`src/rtl/mips_ctrl_pkg.sv`:
```
// ---------------------------------------------------------------------------
// mips_ctrl_pkg
//   Shared decode-controller definitions for the 5-stage MIPS datapath.
//   Holds the field encodings that the controller drives (RegDst,
//   JumpInstCont, MemToReg, ALUOp) and the packed control bundle that
//   travels down the pipeline next to the operands.
//   No ports (package).
// ---------------------------------------------------------------------------
package mips_ctrl_pkg;

   // RegDst: which instruction field names the write register
   localparam logic [2:0] RD_RT = 3'd0;
   localparam logic [2:0] RD_RD = 3'd1;
   localparam logic [2:0] RD_RA = 3'd2;   // link register $31 (jal)

   // JumpInstCont
   localparam logic [2:0] JMP_NONE = 3'd0;
   localparam logic [2:0] JMP_J    = 3'd1; // j / jal
   localparam logic [2:0] JMP_JR   = 3'd2; // jr: target read from rs in ID

   // MemToReg: write-back source select
   localparam logic [2:0] MTR_ALU = 3'd0;
   localparam logic [2:0] MTR_MEM = 3'd1;
   localparam logic [2:0] MTR_PC4 = 3'd2;  // link address for jal
   localparam logic [2:0] MTR_LUI = 3'd3;

   // ALUOp values as produced by the controller
   localparam logic [4:0] ALU_ADD  = 5'd0;
   localparam logic [4:0] ALU_SUB  = 5'd1;
   localparam logic [4:0] ALU_AND  = 5'd2;
   localparam logic [4:0] ALU_OR   = 5'd3;
   localparam logic [4:0] ALU_XOR  = 5'd4;
   localparam logic [4:0] ALU_NOR  = 5'd5;
   localparam logic [4:0] ALU_SLT  = 5'd6;
   localparam logic [4:0] ALU_SLTU = 5'd7;
   localparam logic [4:0] ALU_SLL  = 5'd8;
   localparam logic [4:0] ALU_SRL  = 5'd9;
   localparam logic [4:0] ALU_SRA  = 5'd10;
   localparam logic [4:0] ALU_LUI  = 5'd11;

   // Decoded control bundle. An all-zero bundle is a NOP: it writes no
   // register, touches no memory and never branches.
   typedef struct packed {
      logic       reg_write;
      logic       alu_src;
      logic       branch;
      logic       mem_write;
      logic       mem_read;
      logic       zero_ext;
      logic [2:0] jump_ctl;
      logic [2:0] mem_to_reg;
      logic [2:0] reg_dst;
      logic [4:0] alu_op;
   } ctrl_bundle_t;

   localparam ctrl_bundle_t CTRL_NOP = '0;

endpackage : mips_ctrl_pkg

```
`src/rtl/hazard_unit.sv`:
```
// ---------------------------------------------------------------------------
// hazard_unit
//   Purely combinational stall detector for the ID stage.
//   Raises hazard_o when the instruction now in ID cannot proceed:
//     - load-use     : EX holds a load whose result ID reads
//     - branch-EX    : ID compares (beq/bne) or jumps through a register
//                      (jr) that the EX instruction is about to write
//     - branch-MEM   : same compare/jr sources, produced by a load that is
//                      now in MEM and whose data is not forwardable to ID
//   Register $0 is hard-wired to zero and never causes a stall.
//
// Ports
//   id_rs, id_rt         in  ID source register fields
//   id_alu_src           in  ID ALUSrc (0: the ALU reads rt)
//   id_mem_write         in  ID MemWrite (stores read rt as data)
//   id_branch            in  ID Branch (compares rs and rt)
//   id_jump_ctl          in  ID JumpInstCont (JMP_JR reads rs)
//   ex_reg_write         in  EX RegWrite
//   ex_mem_read          in  EX MemRead
//   ex_dest              in  EX resolved write register
//   mem_is_load          in  MEM holds a load
//   mem_dest             in  MEM write register (0 when it writes nothing)
//   hazard_o             out stall request
// ---------------------------------------------------------------------------
module hazard_unit
   import mips_ctrl_pkg::*;
#(
   parameter int REG_AW = 5
)
(
   input  logic [REG_AW-1:0] id_rs,
   input  logic [REG_AW-1:0] id_rt,
   input  logic              id_alu_src,
   input  logic              id_mem_write,
   input  logic              id_branch,
   input  logic [2:0]        id_jump_ctl,
   input  logic              ex_reg_write,
   input  logic              ex_mem_read,
   input  logic [REG_AW-1:0] ex_dest,
   input  logic              mem_is_load,
   input  logic [REG_AW-1:0] mem_dest,
   output logic              hazard_o
);

   logic reads_rt;      // ID instruction consumes rt somewhere in EX/MEM
   logic cmp_in_id;     // ID instruction needs register values in ID itself
   logic ex_dest_live;
   logic mem_dest_live;
   logic ex_hits_rs;
   logic ex_hits_rt;
   logic mem_hits_rs;
   logic mem_hits_rt;
   logic load_use;
   logic branch_ex;
   logic branch_mem;

   always_comb begin
      reads_rt      = ~id_alu_src | id_mem_write;
      cmp_in_id     = id_branch | (id_jump_ctl == JMP_JR);

      ex_dest_live  = (ex_dest  != '0);
      mem_dest_live = (mem_dest != '0);

      ex_hits_rs    = ex_dest_live  & (ex_dest  == id_rs);
      ex_hits_rt    = ex_dest_live  & (ex_dest  == id_rt);
      mem_hits_rs   = mem_dest_live & (mem_dest == id_rs);
      mem_hits_rt   = mem_dest_live & (mem_dest == id_rt);

      load_use      = ex_mem_read & (ex_hits_rs | (reads_rt & ex_hits_rt));

      // jr compares nothing but still needs rs resolved in ID; only a real
      // branch looks at rt.
      branch_ex     = cmp_in_id & ex_reg_write
                      & (ex_hits_rs | (id_branch & ex_hits_rt));
      branch_mem    = cmp_in_id & mem_is_load
                      & (mem_hits_rs | (id_branch & mem_hits_rt));

      hazard_o      = load_use | branch_ex | branch_mem;
   end

endmodule : hazard_unit

```
`src/rtl/id_ex_stage.sv`:
```
// ---------------------------------------------------------------------------
// id_ex_stage
//   ID/EX pipeline register of the 5-stage MIPS datapath, with the stall
//   logic that guards it. Every edge it either captures the ID instruction
//   (control bundle + operands) or loads a bubble (all-zero NOP) when the
//   instruction is flushed or must stall. A one-entry EX/MEM shadow
//   (mem_dest, mem_is_load) remembers what left EX so branch operands can
//   be checked against a load still in MEM.
//
// Ports
//   clk, rst                  clock (rising edge), async active-high reset
//   id_reg_write .. id_alu_op controller control bundle for the ID instr
//   id_rs, id_rt, id_rd       instruction register fields
//   id_rs_data, id_rt_data    register-file read data
//   id_imm                    extended immediate
//   id_pc4                    PC+4 of the ID instruction
//   flush_i                   kill the ID instruction (branch/jump taken)
//   ex_*                      registered copies of the id_* inputs
//   ex_dest                   resolved write register of the EX instr
//   hazard_o                  combinational hold request to IF/ID + ctrl
//   bubble_cnt                saturating count of bubbles inserted
// ---------------------------------------------------------------------------
module id_ex_stage
   import mips_ctrl_pkg::*;
#(
   parameter int DATA_W = 32,
   parameter int REG_AW = 5,
   parameter int CNT_W  = 16
)
(
   input  logic              clk,
   input  logic              rst,
   input  logic              id_reg_write,
   input  logic              id_alu_src,
   input  logic              id_branch,
   input  logic              id_mem_write,
   input  logic              id_mem_read,
   input  logic              id_zero_ext,
   input  logic [2:0]        id_jump_ctl,
   input  logic [2:0]        id_mem_to_reg,
   input  logic [2:0]        id_reg_dst,
   input  logic [4:0]        id_alu_op,
   input  logic [REG_AW-1:0] id_rs,
   input  logic [REG_AW-1:0] id_rt,
   input  logic [REG_AW-1:0] id_rd,
   input  logic [DATA_W-1:0] id_rs_data,
   input  logic [DATA_W-1:0] id_rt_data,
   input  logic [DATA_W-1:0] id_imm,
   input  logic [DATA_W-1:0] id_pc4,
   input  logic              flush_i,
   output logic              ex_reg_write,
   output logic              ex_alu_src,
   output logic              ex_branch,
   output logic              ex_mem_write,
   output logic              ex_mem_read,
   output logic              ex_zero_ext,
   output logic [2:0]        ex_jump_ctl,
   output logic [2:0]        ex_mem_to_reg,
   output logic [2:0]        ex_reg_dst,
   output logic [4:0]        ex_alu_op,
   output logic [REG_AW-1:0] ex_rs,
   output logic [REG_AW-1:0] ex_rt,
   output logic [REG_AW-1:0] ex_rd,
   output logic [DATA_W-1:0] ex_rs_data,
   output logic [DATA_W-1:0] ex_rt_data,
   output logic [DATA_W-1:0] ex_imm,
   output logic [DATA_W-1:0] ex_pc4,
   output logic [REG_AW-1:0] ex_dest,
   output logic              hazard_o,
   output logic [CNT_W-1:0]  bubble_cnt
);

   localparam logic [REG_AW-1:0] RA_REG = REG_AW'(31);
   localparam logic [CNT_W-1:0]  CNT_MAX = '1;

   ctrl_bundle_t      id_ctrl;
   ctrl_bundle_t      ex_ctrl;
   logic [REG_AW-1:0] id_dest;
   logic [REG_AW-1:0] mem_dest;
   logic              mem_is_load;
   logic              load_bubble;

   // Gather the loose controller wires into one bundle so the register
   // below moves it as a unit.
   always_comb begin
      id_ctrl            = CTRL_NOP;
      id_ctrl.reg_write  = id_reg_write;
      id_ctrl.alu_src    = id_alu_src;
      id_ctrl.branch     = id_branch;
      id_ctrl.mem_write  = id_mem_write;
      id_ctrl.mem_read   = id_mem_read;
      id_ctrl.zero_ext   = id_zero_ext;
      id_ctrl.jump_ctl   = id_jump_ctl;
      id_ctrl.mem_to_reg = id_mem_to_reg;
      id_ctrl.reg_dst    = id_reg_dst;
      id_ctrl.alu_op     = id_alu_op;
   end

   // Write-register resolution happens at capture so EX and the hazard
   // compare both see a single ready-made destination.
   always_comb begin
      id_dest = '0;
      case (id_reg_dst)
         RD_RT:   id_dest = id_rt;
         RD_RD:   id_dest = id_rd;
         RD_RA:   id_dest = RA_REG;
         default: id_dest = '0;
      endcase
   end

   hazard_unit #(
      .REG_AW (REG_AW)
   ) u_hazard_unit (
      .id_rs        (id_rs),
      .id_rt        (id_rt),
      .id_alu_src   (id_alu_src),
      .id_mem_write (id_mem_write),
      .id_branch    (id_branch),
      .id_jump_ctl  (id_jump_ctl),
      .ex_reg_write (ex_ctrl.reg_write),
      .ex_mem_read  (ex_ctrl.mem_read),
      .ex_dest      (ex_dest),
      .mem_is_load  (mem_is_load),
      .mem_dest     (mem_dest),
      .hazard_o     (hazard_o)
   );

   // Flush and stall both turn into the same bubble, so a flush arriving
   // during a stall is counted once.
   assign load_bubble = flush_i | hazard_o;

   always_ff @(posedge clk or posedge rst) begin
      if (rst) begin
         ex_ctrl     <= CTRL_NOP;
         ex_rs       <= '0;
         ex_rt       <= '0;
         ex_rd       <= '0;
         ex_rs_data  <= '0;
         ex_rt_data  <= '0;
         ex_imm      <= '0;
         ex_pc4      <= '0;
         ex_dest     <= '0;
         mem_dest    <= '0;
         mem_is_load <= 1'b0;
         bubble_cnt  <= '0;
      end else begin
         // The shadow only remembers a destination that will be written,
         // so a non-writing instruction can never match a source.
         mem_dest    <= ex_ctrl.reg_write ? ex_dest : '0;
         mem_is_load <= ex_ctrl.mem_read;

         if (load_bubble) begin
            ex_ctrl    <= CTRL_NOP;
            ex_rs      <= '0;
            ex_rt      <= '0;
            ex_rd      <= '0;
            ex_rs_data <= '0;
            ex_rt_data <= '0;
            ex_imm     <= '0;
            ex_pc4     <= '0;
            ex_dest    <= '0;
            if (bubble_cnt != CNT_MAX) begin
               bubble_cnt <= bubble_cnt + CNT_W'(1);
            end
         end else begin
            ex_ctrl    <= id_ctrl;
            ex_rs      <= id_rs;
            ex_rt      <= id_rt;
            ex_rd      <= id_rd;
            ex_rs_data <= id_rs_data;
            ex_rt_data <= id_rt_data;
            ex_imm     <= id_imm;
            ex_pc4     <= id_pc4;
            ex_dest    <= id_dest;
         end
      end
   end

   assign ex_reg_write  = ex_ctrl.reg_write;
   assign ex_alu_src    = ex_ctrl.alu_src;
   assign ex_branch     = ex_ctrl.branch;
   assign ex_mem_write  = ex_ctrl.mem_write;
   assign ex_mem_read   = ex_ctrl.mem_read;
   assign ex_zero_ext   = ex_ctrl.zero_ext;
   assign ex_jump_ctl   = ex_ctrl.jump_ctl;
   assign ex_mem_to_reg = ex_ctrl.mem_to_reg;
   assign ex_reg_dst    = ex_ctrl.reg_dst;
   assign ex_alu_op     = ex_ctrl.alu_op;

endmodule : id_ex_stage

```
`config.mk`:
```
export PLATFORM = sky130hd
export DESIGN_NAME = id_ex_stage
export DESIGN_NICKNAME = d
export VERILOG_FILES = /design/src/rtl/mips_ctrl_pkg.sv /design/src/rtl/hazard_unit.sv /design/src/rtl/id_ex_stage.sv
export SDC_FILE = /design/constraint.sdc
export NUM_CORES = 1
export LEC_CHECK = 0
export ABC_AREA = 1
export CORE_ASPECT_RATIO = 1.4
export CORE_UTILIZATION = 36
export CTS_CLUSTER_SIZE = 25
export DETAILED_ROUTE_END_ITERATION = 10
export PLACE_DENSITY = 0.85
export SYNTH_ARGS = -nofsm -noshare
export SYNTH_HDL_FRONTEND = slang
export SYNTH_HIERARCHICAL = 1
export SYNTH_SLANG_ARGS = --single-unit
```
`constraint.sdc`:
```
create_clock -name clk -period 20 [get_ports clk]
set_input_delay 6 -clock clk [delete_from_list [all_inputs] [get_ports clk]]
set_output_delay 6 -clock clk [all_outputs]
set_load 0.05 [all_outputs]
```
# Word level (Yosys, flattened, before mapping)
# Index checks and enable logic that the tools add are counted.
word_totals:
  regBits: 190
  in_bits: 166
  out_inout_bits: 185
classes:
  add_sub_neg: 1
  n_eq_ne: 8
  n_mux: 11
  bitwise_logic: 21
  reduce_logical: 4
ops:
  columns: ["cell", "n"]
  rows:
  - ["two-way mux 32 bit", 4]
  - ["two-way mux 5 bit", 5]
  - ["equality test 5 bit", 4]
  - ["two-way mux 20 bit", 1]
  - ["adder 16 x 1 -> 16 bit (second input constant)", 1]
  - ["inequality test 16 bit (second input constant)", 1]
  - ["one-hot mux 5 bit (3 select lines)", 1]
  - ["bitwise AND 1 bit", 12]
  - ["nonzero test 5 bit", 2]
  - ["OR 1 bit", 8]
  - ["equality test 3 x 2 -> 1 bit (second input constant)", 2]
  - ["equality test 3 x 1 -> 1 bit (second input constant)", 1]
  - ["logical NOT 3 bit", 1]
  - ["AND reduction 2 bit", 1]
  - ["NOT 1 bit", 1]

# Depth between registers and ports, before layout
# Gate-level depths: netlist (run 1).
depth:
  depth_word: 9
  depth_mapped: 17
  mapped_depth_nobuf: 17

# Cells and area by module
# Netlist (run 1), hierarchy kept.
by_module_without_submodules:
  columns: ["mod", "n_inst", "cells_each", "area_each_um2"]
  rows:
  - ["id_ex_stage", 1, 695, 6816.5]
  - ["hazard_unit", 1, 78, 376.6]

# Worst setup path before layout (run 1)
# No wires, ideal clock.
synth_timing:
  path_type: "input to output"
  start: "in id_rt[1]"
  end: "out hazard_o"
  t_arrival_ns: 6.957
  required_time_ns: 14.000
  setup_slack_ns: 7.043
  cell_stages: 9
  n_path_buf: 0
  path_cell_list: "inv_1 -> nand2_1 -> nand2_1 -> nand2_1 -> nor2_1 -> nand4_1 -> nand2_1 -> nand2_1 -> nand3_1"
synth_between:
  elab_chain_cells: 7
  word_cells_on_any_way: 15
  classes_between: "eq/ne: 2; bitwise: 13"
synth_rtl:
  columns: ["element", "line_no", "source"]
  rows:
  - ["start, declared", "id_ex_stage.sv:44", "input logic [REG_AW-1:0] id_rt,"]
  - ["equality test 5 bit", "hazard_unit.sv:65", "ex_hits_rt = ex_dest_live & (ex_dest == id_rt);"]
  - ["bitwise AND 1 bit", "hazard_unit.sv:65", null]
  - ["bitwise AND 1 bit, on equally long branches", "hazard_unit.sv:69, hazard_unit.sv:74", null]
  - ["OR 1 bit, on equally long branches", "hazard_unit.sv:69, hazard_unit.sv:74", null]
  - ["bitwise AND 1 bit, on equally long branches", "hazard_unit.sv:69, hazard_unit.sv:74", null]
  - ["OR 1 bit", "hazard_unit.sv:78", "hazard_o = load_use | branch_ex | branch_mem;"]
  - ["OR 1 bit (*)", "hazard_unit.sv:78", null]
  - ["end, declared", "id_ex_stage.sv:69", "output logic hazard_o,"]
# Every way passes the cells marked *; elsewhere a longest branch is shown, timed or not.

# Worst setup path after layout (run 1)
layout_timing:
  start: "in id_rt[0]"
  end: "out hazard_o"
# The elaborated chain is that of the path after synthesis.

==> results of run 1 <==
## routing by layer
metal | track usage, % | up-vias
li1 | - | 2896
met1 | 20.9 | 2852
met2 | 36.3 | 302
met3 | 8.37 | 54
met4 | 8.80 | 0
met5 | 0 | -
## cell families (layout without fill, tap and decap cells)
family / Yosys count / count (layout) / synth area share, %
buf+inv: 215 / 579 / 11.7
fa+ha+maj: 1 / 1 / 0.174
simple gates: 331 / 331 / 18.5
xor+xnor: 16 / 16 / 1.95
compound gates: 20 / 20 / 1.60
flops: 190 / 190 / 66.1
## cells in the final DEF, fill, tap and decap left out, drive strengths merged, types with 6 or more instances in the layout
cell type,synthesis,routed
o21ai,8,8
nor2,190,190
inv,195,202
clkdlybuf4s50,0,350
dfrtp,190,190
nand3,11,11
nand4,7,7
xor2,8,8
nand2,116,116
clkbuf,5,18
xnor2,8,8
clkinv,0,6
## worst min path at each step
stage | startpoint | end | slack [ps]
floorplan | ex_mem_read | mem_is_load | 680
global placement | ex_mem_read | mem_is_load | 430
detailed placement | ex_mem_read | mem_is_load | 450
CTS | ex_mem_read | mem_is_load | 460
global route | ex_mem_read | mem_is_load | 470
finish | ex_mem_read | mem_is_load | 460
## cell type report
cell class | instances | area share (%)
clock buffer | 18 | 3.82
tap | 248 | 2.70
sequential | 190 | 41.3
timing repair buffer | 352 | 30.6
multi-input combinational | 368 | 13.9
inverter | 195 | 6.45
clock inverter | 14 | 1.28
## through the flow
step	instance area, um^2	setup WS, ps	utilization (%)	cells
global placement	10900	5890	56.4	1353
global route	11500	5690	59.4	1385
CTS	11500	5830	59.4	1385
floorplan	7190	7040	-	773
finish	11500	5740	59.4	1385
detailed placement	10900	5840	56.4	1353
## power by group through the flow
stage                     combinational, W  sequential [W]  clock (W)
after global routing              0.000238        0.000425   0.000360
after floorplan                  0.0000437        0.000512          0
after global placement            0.000221        0.000428          0
final                             0.000224        0.000422   0.000335
after CTS                         0.000226        0.000422   0.000344
after detailed placement          0.000225        0.000430          0
## worst max-delay path: cells and delay by family
kind,cells,cell delay (ps)
XOR/XNOR,1,170
buffers and inverters,2,1420
AND/OR/NAND/NOR,6,660
==> results.md, run 1 <==
* Reg-to-Reg End: ex_rt_data[26]
* Pwr/cell area at 85.3 mW/mm^2
* Hpwl dp at 15300 um
* Post-synth EDFFs at 0
* Metal3 WL at 2070 um
* VDD IR max at 0.0545 mV
* Clock Skew at 11.6 ps
* Warnings from Yosys at 6
* Post-Syn Area at 0.00719 mm^2
* Area grow syn2layout at 60.0%
* Inserted Diodes at 0
* Synth Net Count at 940
* Synth cell count leaders: inv_1 (192), dfrtp_1 (190), nor2_1 (184), nand2_1 (113), buf_2 (13)
* Top sig layer: met4
* Iteration-0 DRC count of the detailed router at 306
* Root buf cell: clkbuf_16
* Crit start category: input pin
* Hold WS at 455 ps
* Row cnt at 60
* Final Cycle Share at 71.3%
* Net Sw Frac at 31.7%
* WP data required at 14000 ps
* Most frequent CP cell: nand2_1
* Arr. time, crit path at 8260 ps
* WL/cell at 14.7 um
* Starting density of the core at 37.1%
* Num CTS Buffers at 17
* Worst reg2reg path depth at 11
* Leakage power at 5.82 nW
* Final Wtd Congestion at 0.926
* Clk sinks at 190
* Total Power Consumption at 0.000982 W
* Footprint of the multi-input gates at 0.00160 mm^2
* Final antenna-violating net count at 0
* Combinational Power Share at 22.9%
* Crit-path slowest cell: clkdlybuf4s50_1
* Drt pass-1 iters at 5
* Slew HR at 34.1%
* Critical path class: in2out
* Clock power frac at 34.1%
* Slew Limit Fails at 0
* Postcts setup bufs at 0
* Bufs on Longest Clock Path at 2
* Final wirelength at 20300 um
* CTS tree: yes
* CP endpoint: hazard_o
* Synthesized area per cell at 9.31 um^2
* Vias at 6104
* Final net count at 1291
* Reg clk slew, reported paths at 70 ps
* WL met1 at 6870 um
* DRC at 0
* Grt ovf at 0
* Post-CTS Hold Buffers at 0
* Insertion delay to the later sink of the worst-skew pair at 420 ps
* Synth Instances at 773
* Highest clock rate at 0.0701 GHz
* Area leader, netlist: dfrtp_1
* Most frequent cell after synthesis: inv_1
* Seq/Total Area, Yosys at 66.1%
* Reg2Reg Launch Point: ex_dest[0]
* Slowest Stage Delay on Critical Path at 840 ps
* Setup violations, final at 0
* WL met2 at 10700 um
* # IOs at 351
* Hold Path Depth at 0
* DIE HEIGHT at 169 um
* FFs w/ async S/R, synth at 100%
* Cell Chain, Critical Path: clkdlybuf4s50_1 -> xnor2_1 -> nand2_1 -> nor2_1 -> nand4_1 -> nand2_1 -> nand2_1 -> nand3_1 -> clkdlybuf4s50_1
* Die Span X at 121 um
* Synth Flop Type: dfrtp_1
* IO Port Bufs at 350
* Status: complete, no violations
* Die area at 0.0206 mm^2
* Vias per cell at 4.41
* RSZ-0062 raised after global routing: false
* Gr usage total at 20.5%
* Reg power frac at 43.0%
* Vias in the first global route at 6482
* First-pass GRT wire length at 32100 um
* Initial antenna violation count at 0
* #FFs+latches synth at 190
* Netlist cell types at 27
* Largest net degree at the start of global routing at 113
* Worst-path fanout max at 5
* Worst-Margin Slew at 988 ps
* Filler Cells Inserted at 1610
* Post-CTS sizing at 0
* Final Hold Violating Endpoints at 0
* CP endpoint kind: output pin
* Area contributors post-synth: dfrtp_1 (66%), inv_1 (10%), nor2_1 (9.6%)
* TNS Setup at 0 ps
* Internal power at 0.000670 W
* Sequential cell area at 0.00475 mm^2
* H-tree levels at 4
* Max Cap Viol at 0
* R2r setup slk at 16770 ps
* Crit. Startpoint: id_rt[0]
* Core area at 0.0194 mm^2
* HP Class: reg2reg
* Fraction of layout cells with a size suffix above 1 at 4.22%
* Psw at 0.000311 W
* Yosys top cell area share at 66.1%
* Tmin final at 14260 ps
No activity file was read; power rests on OpenSTA's default activity.
==> inputs of run 2 (changes only) <==
==> constraint.sdc (replaced) <==
create_clock -name clk -period 13.7 [get_ports clk]
set_input_delay 4.11 -clock clk [delete_from_list [all_inputs] [get_ports clk]]
set_output_delay 4.11 -clock clk [all_outputs]
set_load 0.05 [all_outputs]
==> run 2 against run 1 <==
Via count down 1.1%; critical path depth unchanged; worst hold slack worse by 13 ps; non-clock buffer count unchanged; routed wire length down 0.77%; first-iteration DRC count up 23%; die area unchanged; final cell count unchanged; sequential cell count unchanged.
==> results.md, run 2 (synthesis gave the netlist of run 1 again) <==
* Status: complete, no violations
* Postcts setup bufs at 0
* Insertion delay to the later sink of the worst-skew pair at 430 ps
* Gr usage total at 20.3%
* Vias in the first global route at 6354
* Arr. time, crit path at 6290 ps
* # IOs at 351
* Final antenna-violating net count at 0
* Hold Path Depth at 0
* Highest clock rate at 0.0961 GHz
* H-tree levels at 4
* Total Power Consumption at 0.00145 W
* Worst reg2reg path depth at 11
* Critical path class: in2out
* Final worst-path setup slack at 3300 ps
* Core area at 0.0194 mm^2
* Dpl ws at 3320 ps
* Num CTS Buffers at 17
* Die area at 0.0206 mm^2
* HP Class: reg2reg
* Final Hold Violating Endpoints at 0
* Final net count at 1291
* Hpwl dp at 14900 um
* Max Cap Viol at 0
* First-pass GRT wire length at 31500 um
* Crit start category: input pin
* Inserted Diodes at 0
* CTS tree: yes
* Clock Skew at 16.1 ps
* CP endpoint kind: output pin
* DIE HEIGHT at 169 um
* Slew Limit Fails at 0
* Worst-Margin Slew at 970 ps
* R2r setup slk at 10580 ps
* Setup violations, final at 0
* Commonest non-fill, non-tap cells in the layout: clkdlybuf4s50_1 (350), inv_1 (191), dfrtp_1 (190)
* Bufs on Longest Clock Path at 2
* Root buf cell: clkbuf_16
* Crit-path slowest cell: clkdlybuf4s50_1
* Hold endpoint: mem_is_load
* Reg clk slew, reported paths at 70 ps
* Post-CTS sizing at 0
* Iteration-0 DRC count of the detailed router at 377
* Largest net degree at the start of global routing at 122
* TNS Setup at 0 ps
* Slew HR at 35.3%
* Reg2Reg Launch Point: ex_dest[0]
* Most frequent CP cell: nand2_1
* Final Wtd Congestion at 0.935
* Commonest non-fill, non-tap cell in the layout: clkdlybuf4s50_1
* Final wirelength at 20100 um
* Row cnt at 60
* Die Span X at 121 um
* Post-CTS Hold Buffers at 0
* Tmin final at 10400 ps
* RSZ-0062 raised after global routing: false
* DRC at 0
* VDD IR max at 0.0985 mV
* Reg-to-Reg End: ex_rt_data[15]
* Leakage power at 5.83 nW
* Initial antenna violation count at 0
* IO Port Bufs at 350
* Vias per cell at 4.36
* Starting density of the core at 37.1%
* Hold WS at 442 ps
* WP data required at 9590 ps
* Top Family by Delay on Critical Path: buffers and inverters
* Vias at 6035
* Hold path startpoint: ex_mem_read
* Final Cycle Share at 75.9%
* Slowest Stage Delay on Critical Path at 830 ps
* WL/cell at 14.5 um
* Grt ovf at 0
* Worst path bufs/invs at 2
* Fraction of layout cells with a size suffix above 1 at 4.22%
* Cell Chain, Critical Path: clkdlybuf4s50_1 -> xnor2_1 -> nand2_1 -> nor2_1 -> nand4_1 -> nand2_1 -> nand2_1 -> nand3_1 -> clkdlybuf4s50_1
* Drt pass-1 iters at 6
* Worst-path fanout max at 5
* Area grow syn2layout at 60.3%
* Clk sinks at 190
* Pwr/cell area at 126 mW/mm^2
-- run 2: cell type report --
type / count / area [um^2]
clock buffers: 18 / 439
clock inverters: 14 / 168
fillers: 1577 / 7840
inverters: 195 / 742
multi-input cells: 368 / 1600
flip-flops and latches: 190 / 4750
well taps: 248 / 310
repair buffers: 352 / 3520
-- run 2: worst register-to-register path, cell delays in order (launching register included) --
cell     delay, ps
dfrtp_1        460
xnor2_1        190
nand2_1         80
nor2_1         140
nand4_1        110
nand2_1         80
nand2_1         50
nand3_1        160
nor2_4          90
inv_4          550
buf_4          850
nor2_1         200
-- run 2: where the power goes --
part           switching (W)  leakage, nW  total (W)  internal (W)
Sequential         0.0000212         2.46   0.000616      0.000595
Clock               0.000231        0.303   0.000512      0.000282
Combinational       0.000205         3.07   0.000326      0.000121
-- run 2: through the flow --
step | cell area [um^2] | instances | util (%)
detailed placement | 10900 | 1353 | 56.4
CTS | 11500 | 1385 | 59.5
global route | 11500 | 1385 | 59.5
floorplan | 7190 | 773 | -
finish | 11500 | 1385 | 59.5
global placement | 10900 | 1353 | 56.4
-- run 2: worst max-delay path by stage --
stage / slack (ps) / to / cells past startpoint / start
floorplan: 4420 / bubble_cnt[0] / 1 / rst
global placement: 3360 / hazard_o / 9 / id_rt[0]
detailed placement: 3320 / hazard_o / 9 / id_rt[0]
CTS: 3320 / hazard_o / 9 / id_rt[0]
global route: 3150 / hazard_o / 9 / id_rt[0]
finish: 3300 / hazard_o / 9 / id_rt[0]
-- run 2: per-layer routing --
metal / up-vias / track usage [%] / part of all wire, %
met3: 69 / 7.66 / 9.1
met1: 2779 / 20.7 / 36
met5: - / 0 / 0
met4: 0 / 11.0 / 4.5
met2: 296 / 35.4 / 51
li1: 2891 / - / -
==> inputs of run 3 (changes only) <==
==> constraint.sdc (replaced) <==
create_clock -name clk -period 10.6 [get_ports clk]
set_input_delay 3.18 -clock clk [delete_from_list [all_inputs] [get_ports clk]]
set_output_delay 3.18 -clock clk [all_outputs]
set_load 0.05 [all_outputs]
==> run 3 against run 2 <==
Global-route usage increased by 0.099 points; clock power increased by 28%; highest routed layer is now met5; critical path depth grew 2; clock skew down 2.0 ps; final cell count about the same; first-iteration DRC count fell by 29%; count of clock-buffer cells in the layout fell by 1; combinational power up 29%; design area about the same; worst setup slack worse by 1200 ps; largest cell class unchanged; via count down 0.73%.
==> results.md, run 3 (synthesis gave the netlist of run 1 again) <==
* Num CTS Buffers at 17
* Leakage power at 5.83 nW
* Worst path bufs/invs at 3
* Die Span X at 121 um
* Highest clock rate at 0.117 GHz
* DRC at 0
* Vias at 5991
* Tmin final at 8540 ps
* RSZ-0062 raised after global routing: false
* Commonest non-fill, non-tap cells in the layout: clkdlybuf4s50_1 (350), inv_1 (191), dfrtp_1 (190)
* Commonest non-fill, non-tap cell in the layout: clkdlybuf4s50_1
* Worst-path fanout max at 5
* H-tree levels at 4
* Hpwl dp at 15000 um
* HP Class: reg2reg
* Die area at 0.0206 mm^2
* Clk sinks at 190
* TNS Setup at 0 ps
* Final Cycle Share at 80.5%
* Initial antenna violation count at 2
* Vias per cell at 4.32
* Slowest Stage Delay on Critical Path at 830 ps
* Met2 Use GR at 35.9%
* Final antenna-violating net count at 0
* Cell Chain, Critical Path: clkdlybuf4s50_1 -> inv_1 -> nand2_1 -> nand2_1 -> nand2_1 -> nor2_1 -> nand4_1 -> nand2_1 -> nand2_1 -> nand3_1 -> clkdlybuf4s50_1
* Grt ovf at 0
* Arr. time, crit path at 5360 ps
* IO Port Bufs at 350
* CP endpoint kind: output pin
* Fin cells at 1386
* Post-CTS Hold Buffers at 0
* Bufs on Longest Clock Path at 2
* WL/cell at 14.5 um
* Postcts setup bufs at 0
* Top Family by Delay on Critical Path: buffers and inverters
* Final wirelength at 20100 um
* Slew Limit Fails at 0
* Clock Skew at 14.1 ps
* Slew HR at 38.1%
* Reg clk slew, reported paths at 70 ps
* Status: complete, no violations
* Iteration-0 DRC count of the detailed router at 268
* Post-CTS sizing at 0
* Gr busiest metal: met2
* Most frequent CP cell: nand2_1
* Drt pass-1 iters at 4
* Critical path class: in2out
* First-pass GRT wire length at 31900 um
* Root buf cell: clkbuf_16
* Setup violations, final at 0
* CTS tree: yes
* Worst-Margin Slew at 928 ps
* # IOs at 351
* Total Power Consumption at 0.00187 W
* DIE HEIGHT at 169 um
* Met3 usage at 6.75%
* Crit start category: input pin
* Largest net degree at the start of global routing at 119
* Max Cap Viol at 0
* Fraction of layout cells with a size suffix above 1 at 4.22%
* Insertion delay to the later sink of the worst-skew pair at 420 ps
* VDD IR max at 0.0942 mV
* Vias in the first global route at 6394
* Row cnt at 60
* WP data required at 7420 ps
* Pwr/cell area at 162 mW/mm^2
* Area grow syn2layout at 60.4%
* Gr usage total at 20.4%
* Inst Count DP at 1353
* Starting density of the core at 37.1%
* Final net count at 1291
* Crit-path slowest cell: clkdlybuf4s50_1
* Final Wtd Congestion at 0.853
* Met1 Use GR at 21.8%
* Final Hold Violating Endpoints at 0
* Core area at 0.0194 mm^2
## run 3: cell types whose count changed in the layout (fill, tap and decap cells not counted), sizes merged
cell and change:
clkinv +1, diode +1, clkinvlp +1, bufinv -1
clkbuf -1
## run 3: where the power goes
group          total (W)  switching (W)  internal, W
registers       0.000796      0.0000269     0.000769
logic           0.000420       0.000265     0.000156
clock network   0.000653       0.000311     0.000342
## run 3: cell type report
| type | count | area (um^2) |
|---|---|---|
| Clock inverter | 15 | 189 |
| Sequential cell | 190 | 4750 |
| Inverter | 195 | 742 |
| Multi-Input combinational cell | 368 | 1600 |
| Tap cell | 248 | 310 |
| Clock buffer | 17 | 425 |
| Fill cell | 1612 | 7830 |
| Timing Repair Buffer | 352 | 3520 |
| Antenna cell | 1 | 2.50 |
## run 3: worst paths after layout
kind | startpoint | end | slack (ps) | cells past startpoint
max in group asynchronous | rst | bubble_cnt[0] | 5870 | 3
hold reg to reg | ex_mem_read | mem_is_load | 410 | 0
min in group asynchronous | rst | ex_jump_ctl[1] | 3280 | 2
setup reg to reg | ex_dest[1] | ex_imm[31] | 7470 | 13
hold / removal | ex_mem_read | mem_is_load | 410 | 0
setup / recovery | id_rt[1] | hazard_o | 2060 | 11
## run 3: per-layer routing
layer	up-vias	part of all wire (%)
li1	2901	-
met1	2767	37
met2	272	52
met3	49	8.0
met4	2	3.7
met5	-	0.065
## run 3: per-stage QoR
| step | area, um^2 | setup WS, ps | utilization [%] | hold slack (ps) |
|---|---|---|---|---|
| 3_3_place_gp | 10900 | 2120 | 56.4 | 407 |
| 5_1_grt | 11500 | 1810 | 59.6 | 438 |
| 4_1_cts | 11500 | 2070 | 59.6 | 419 |
| 2_1_floorplan | 7190 | 2250 | - | 684 |
| 6_report | 11500 | 2060 | 59.6 | 409 |
| 3_5_place_dp | 10900 | 2070 | 56.4 | 408 |
==> RTL change 1: new RTL, config.mk and constraints of run 1 <==
Take the reset off `mem_dest` and load it in a clocked block of its own.
--- a/src/rtl/id_ex_stage.sv
+++ b/src/rtl/id_ex_stage.sv
@@ -140,13 +140,11 @@
          ex_imm      <= '0;
          ex_pc4      <= '0;
          ex_dest     <= '0;
-         mem_dest    <= '0;
          mem_is_load <= 1'b0;
          bubble_cnt  <= '0;
       end else begin
          // The shadow only remembers a destination that will be written,
          // so a non-writing instruction can never match a source.
-         mem_dest    <= ex_ctrl.reg_write ? ex_dest : '0;
          mem_is_load <= ex_ctrl.mem_read;
 
          if (load_bubble) begin
@@ -176,6 +174,10 @@
       end
    end
 
+   always_ff @(posedge clk) begin
+      mem_dest <= ex_ctrl.reg_write ? ex_dest : '0;
+   end
+
    assign ex_reg_write  = ex_ctrl.reg_write;
    assign ex_alu_src    = ex_ctrl.alu_src;
    assign ex_branch     = ex_ctrl.branch;
Check against the original RTL: no difference found for any inputs over 10 cycles, from zero or initial values and one cycle with rst high; that may be too few to reach the edited logic, so the function may still have changed.
==> RTL change 1 against run 1 <==
Maximum frequency is 0.86% higher; wire length down 1.3%; non-clock buffer count unchanged; critical path type unchanged; worst setup slack better by 0.12 ns; sequential cell count unchanged; cell count increased by 0.65%; first-iteration DRC count fell by 4.6%; design area barely moved; power shrank 3.0%; register-to-register slack about the same; synthesized area grew 0.49%; sequential share of layout area fell by 0.18 points; critical path depth is the same; clock skew is 0.0051 ns lower.
==> RTL change 1: results (changes against run 1) <==
- The reg-to-reg startpoint is ex_dest[1]$_DFF_PP0_ (was ex_dest[0]$_DFF_PP0_).
- The number of synthesis warnings is 6 (unchanged).
- The final worst-path setup slack is 5.861 ns (was 5.740 ns).
- Largest cells by area after synthesis: dfrtp_1, inv_1, nor2_1 (unchanged).
- The post-synthesis sequential area ratio is 65.43% (was 66.10%).
- The net count after synthesis came to 950 (was 940).
- The global-route wire length before repair is 31.37 mm (was 32.11 mm).
- The remaining global-route overflow is 0 (unchanged).
- Most common library cells after synthesis: inv_1, dfrtp_1, nor2_1 (unchanged).
- The average instance area after synthesis was 9.231 um2 (was 9.305 um2).
- The largest clock skew in the final design came to 0.006458 ns (was 0.01155 ns).
- The largest net degree at the start of global routing is 118 (was 113).
- The delay of the slowest critical-path stage was 0.82 ns (was 0.84 ns).
- Result of the run: finished, final reports clean (unchanged).
- The share of synthesized registers carrying an async set or reset came to 97.37% (was 100.0%).
- The average wire per standard cell is 14.37 um (was 14.65 um).
- The data arrival at the endpoint of the critical path is 8.14 ns (was 8.26 ns).
- The number of global-route vias before repair is 6226 (was 6482).
- The count of nets after finishing was 1300 (was 1291).
- The clock root buffer is clkbuf_16 (unchanged).
- The number of inserted filler cells in the final layout is 1586 (was 1610).
- The gate family responsible for the most delay along the worst path was buffers and inverters (unchanged).
- The routability congestion estimate from global placement is 0.8899 (was 0.9260).
- The maximum resistive drop on vdd is 0.00006818 V (was 0.00005445 V).
- The number of violations reported at the end of detailed-routing iteration 0 is 292 (was 306).
- The pre-CTS setup slack is 5.889 ns (was 5.840 ns).
- The H-tree depth is 4 (unchanged).
- The leakage power figure is 5.826 nW (was 5.821 nW).
- The worst-path cell with the longest stage delay is clkdlybuf4s50_1 (unchanged).
- The via count normalized by instance count is 4.349 (was 4.407).
- The final non-filler cell total is 1394 (was 1385).
- The worst-case headroom to the max-slew limit is 31.39% (was 34.14%).
- The proportion of total power due to net switching is 30.15% (was 31.70%).
- The startpoint of the most critical setup path is id_rt[0] (unchanged).
## RTL change 1: area by class of cell
cell class                      count  area (um2)  share of cell area [%]
Clock buffer                       22       474.2                   4.124
Multi-Input combinational cell    374        1644                   14.30
Inverter                          198       753.2                   6.551
Timing Repair Buffer              352        3518                   30.60
Clock inverter                      6       63.81                  0.5550
Tap cell                          252       315.3                   2.742
Sequential cell                   190        4730                   41.13
## RTL change 1: path summary, 6_finish.rpt
path                                       endpoint  cells past startpoint
max                                        hazard_o                      9
min                           mem_is_load$_DFF_PP0_                      0
max reg2reg                    ex_pc4[30]$_DFF_PP0_                     13
min reg2reg                   mem_is_load$_DFF_PP0_                      0
max in group asynchronous  ex_rt_data[10]$_DFF_PP0_                      3
min in group asynchronous      ex_pc4[14]$_DFF_PP0_                      2
## RTL change 1: cell families after synthesis
| logic type | after synthesis | synth area share (%) |
|---|---|---|
| compound gates | 17 | 1.385 |
| xor+xnor | 15 | 1.818 |
| fa+ha+maj | 1 | 0.1731 |
| buf+inv | 219 | 11.82 |
| flops | 190 | 65.43 |
| simple gates | 341 | 19.37 |
## RTL change 1: power groups by stage
stage          Sequential, mW  Combinational, mW  Clock (mW)
2_1_floorplan           0.506             0.0424           0
3_3_place_gp            0.426              0.214           0
3_5_place_dp            0.427              0.217           0
4_1_cts                 0.420              0.218       0.326
5_1_grt                 0.423              0.228       0.341
6_report                0.421              0.215       0.316
## RTL change 1: per-layer routing
metal | global-route usage [%] | vias to the layer above | part of all wire [%] | routed length (um)
li1 | - | 2915 | - | -
met1 | 20.40 | 2850 | 35 | 7078
met2 | 36.58 | 257 | 54 | 10760
met3 | 7.762 | 40 | 8.1 | 1618
met4 | 9.125 | 0 | 2.9 | 573
met5 | 0 | - | 0 | 0
==> RTL change 2: new RTL, settings of run 1 <==
Made on the original files. Change the parameter `CNT_W` from 16 to 32.
--- a/src/rtl/id_ex_stage.sv
+++ b/src/rtl/id_ex_stage.sv
@@ -25,7 +25,7 @@
 #(
    parameter int DATA_W = 32,
    parameter int REG_AW = 5,
-   parameter int CNT_W  = 16
+   parameter int CNT_W  = 32
 )
 (
    input  logic              clk,
Ports: changed (resized bubble_cnt); port bits go from 351 to 367. The function was not compared with the original's and may differ.
==> RTL change 2 against run 1 <==
Worst hold slack lost 0.019 ns; wire length grew 25%; design area grew 13%; critical path type unchanged; largest power group unchanged; power grew 8.6%; highest routed layer is now met5; register-to-register slack gained 0.03 ns; synthesized area grew 16%; worst setup slack gained 0.11 ns; sequential cell count grew 16.
==> RTL change 2: results (changes against run 1) <==
- The reg-to-reg startpoint is ex_dest[1]$_DFF_PP0_ (was ex_dest[0]$_DFF_PP0_).
- The routability congestion estimate from global placement came to 0.9079 (was 0.9260).
- The final worst-path setup slack came to 5.854 ns (was 5.740 ns).
- The final worst hold slack is 0.4363 ns (was 0.4550 ns).
- The number of global-route vias before repair was 7592 (was 6482).
- Result of the run: finished, final reports clean (unchanged).
- The slack of the worst reg-to-reg path is 16.80 ns (was 16.77 ns).
- The pre-CTS setup slack is 5.871 ns (was 5.840 ns).
- The data arrival at the endpoint of the critical path came to 8.15 ns (was 8.26 ns).
- The number of placed instances, taps included is 1621 (was 1353).
- The proportion of total power due to net switching came to 29.62% (was 31.70%).
- The maximum root-to-sink buffer count is 3 (was 2).
- Most common library cells after synthesis: nand2_1, nor2_1, inv_1 (was inv_1, dfrtp_1, nor2_1).
- The share of post-route cells with drive strength above 1 came to 3.464% (was 4.222%).
- The maximum fanout along the worst path was 2 (was 5).
- The largest net degree at the start of global routing is 134 (was 113).
- The largest clock skew in the final design is 0.01284 ns (was 0.01155 ns).
- The leakage power figure is 6.514 nW (was 5.821 nW).
- The startpoint of the most critical setup path was id_jump_ctl[1] (was id_rt[0]).
- The internal portion of total power was 0.7500 mW (was 0.6705 mW).
- The post-synthesis sequential area ratio is 61.99% (was 66.10%).
- The synthesized-area fraction occupied by ao, oa, aoi and oai cells is 1.384% (was 1.600%).
- The via count was 7264 (was 6104).
- The combinational power share is 20.6% (was 22.9%).
- The maximum resistive drop on vdd is 0.00006519 V (was 0.00005445 V).
- The number of antenna violations at the first check in global routing is 1 (was 0).
- The adder-cell share of the synthesized area came to 0.1505% (was 0.1739%).
- The net count after synthesis is 1142 (was 940).
- The worst-case headroom to the max-slew limit was 31.55% (was 34.14%).
- The number of inserted filler cells in the final layout is 1946 (was 1610).
- The cell count of the worst reg-to-reg path is 13 (was 11).
- The number of violations reported at the end of detailed-routing iteration 0 is 313 (was 306).
- The H-tree depth is 1 (was 4).
- The total placed instance area came to 12270 um2 (was 10920 um2).
- The reported clock group power came to 0.394 mW (was 0.335 mW).
RTL change 2: cell types whose count changed after synthesis, moves of 4 or more:
cell	before	now
inv_1	192	207
dfrtp_1	190	206
nor2_1	184	221
nand2_1	113	234
nand3_1	11	22
clkbuf_1	5	16
xor2_1	8	15
nand4_1	7	3
nor2_4	4	0
buf_2	13	0
RTL change 2: per-layer routing:
| layer | global-route usage (%) | wire [um] |
|---|---|---|
| met5 | 0 | 13 |
| met4 | 10.07 | 1123 |
| met3 | 7.955 | 2609 |
| met2 | 38.36 | 12840 |
| met1 | 22.95 | 8788 |
RTL change 2: final cells by class:
| type | count | share of cell area (%) |
|---|---|---|
| well taps | 301 | 2.908 |
| clock buffers | 28 | 4.492 |
| flip-flops and latches | 206 | 39.80 |
| multi-input cells | 535 | 17.40 |
| inverters | 211 | 6.212 |
| repair buffers | 368 | 28.40 |
| clock inverters | 9 | 0.7825 |
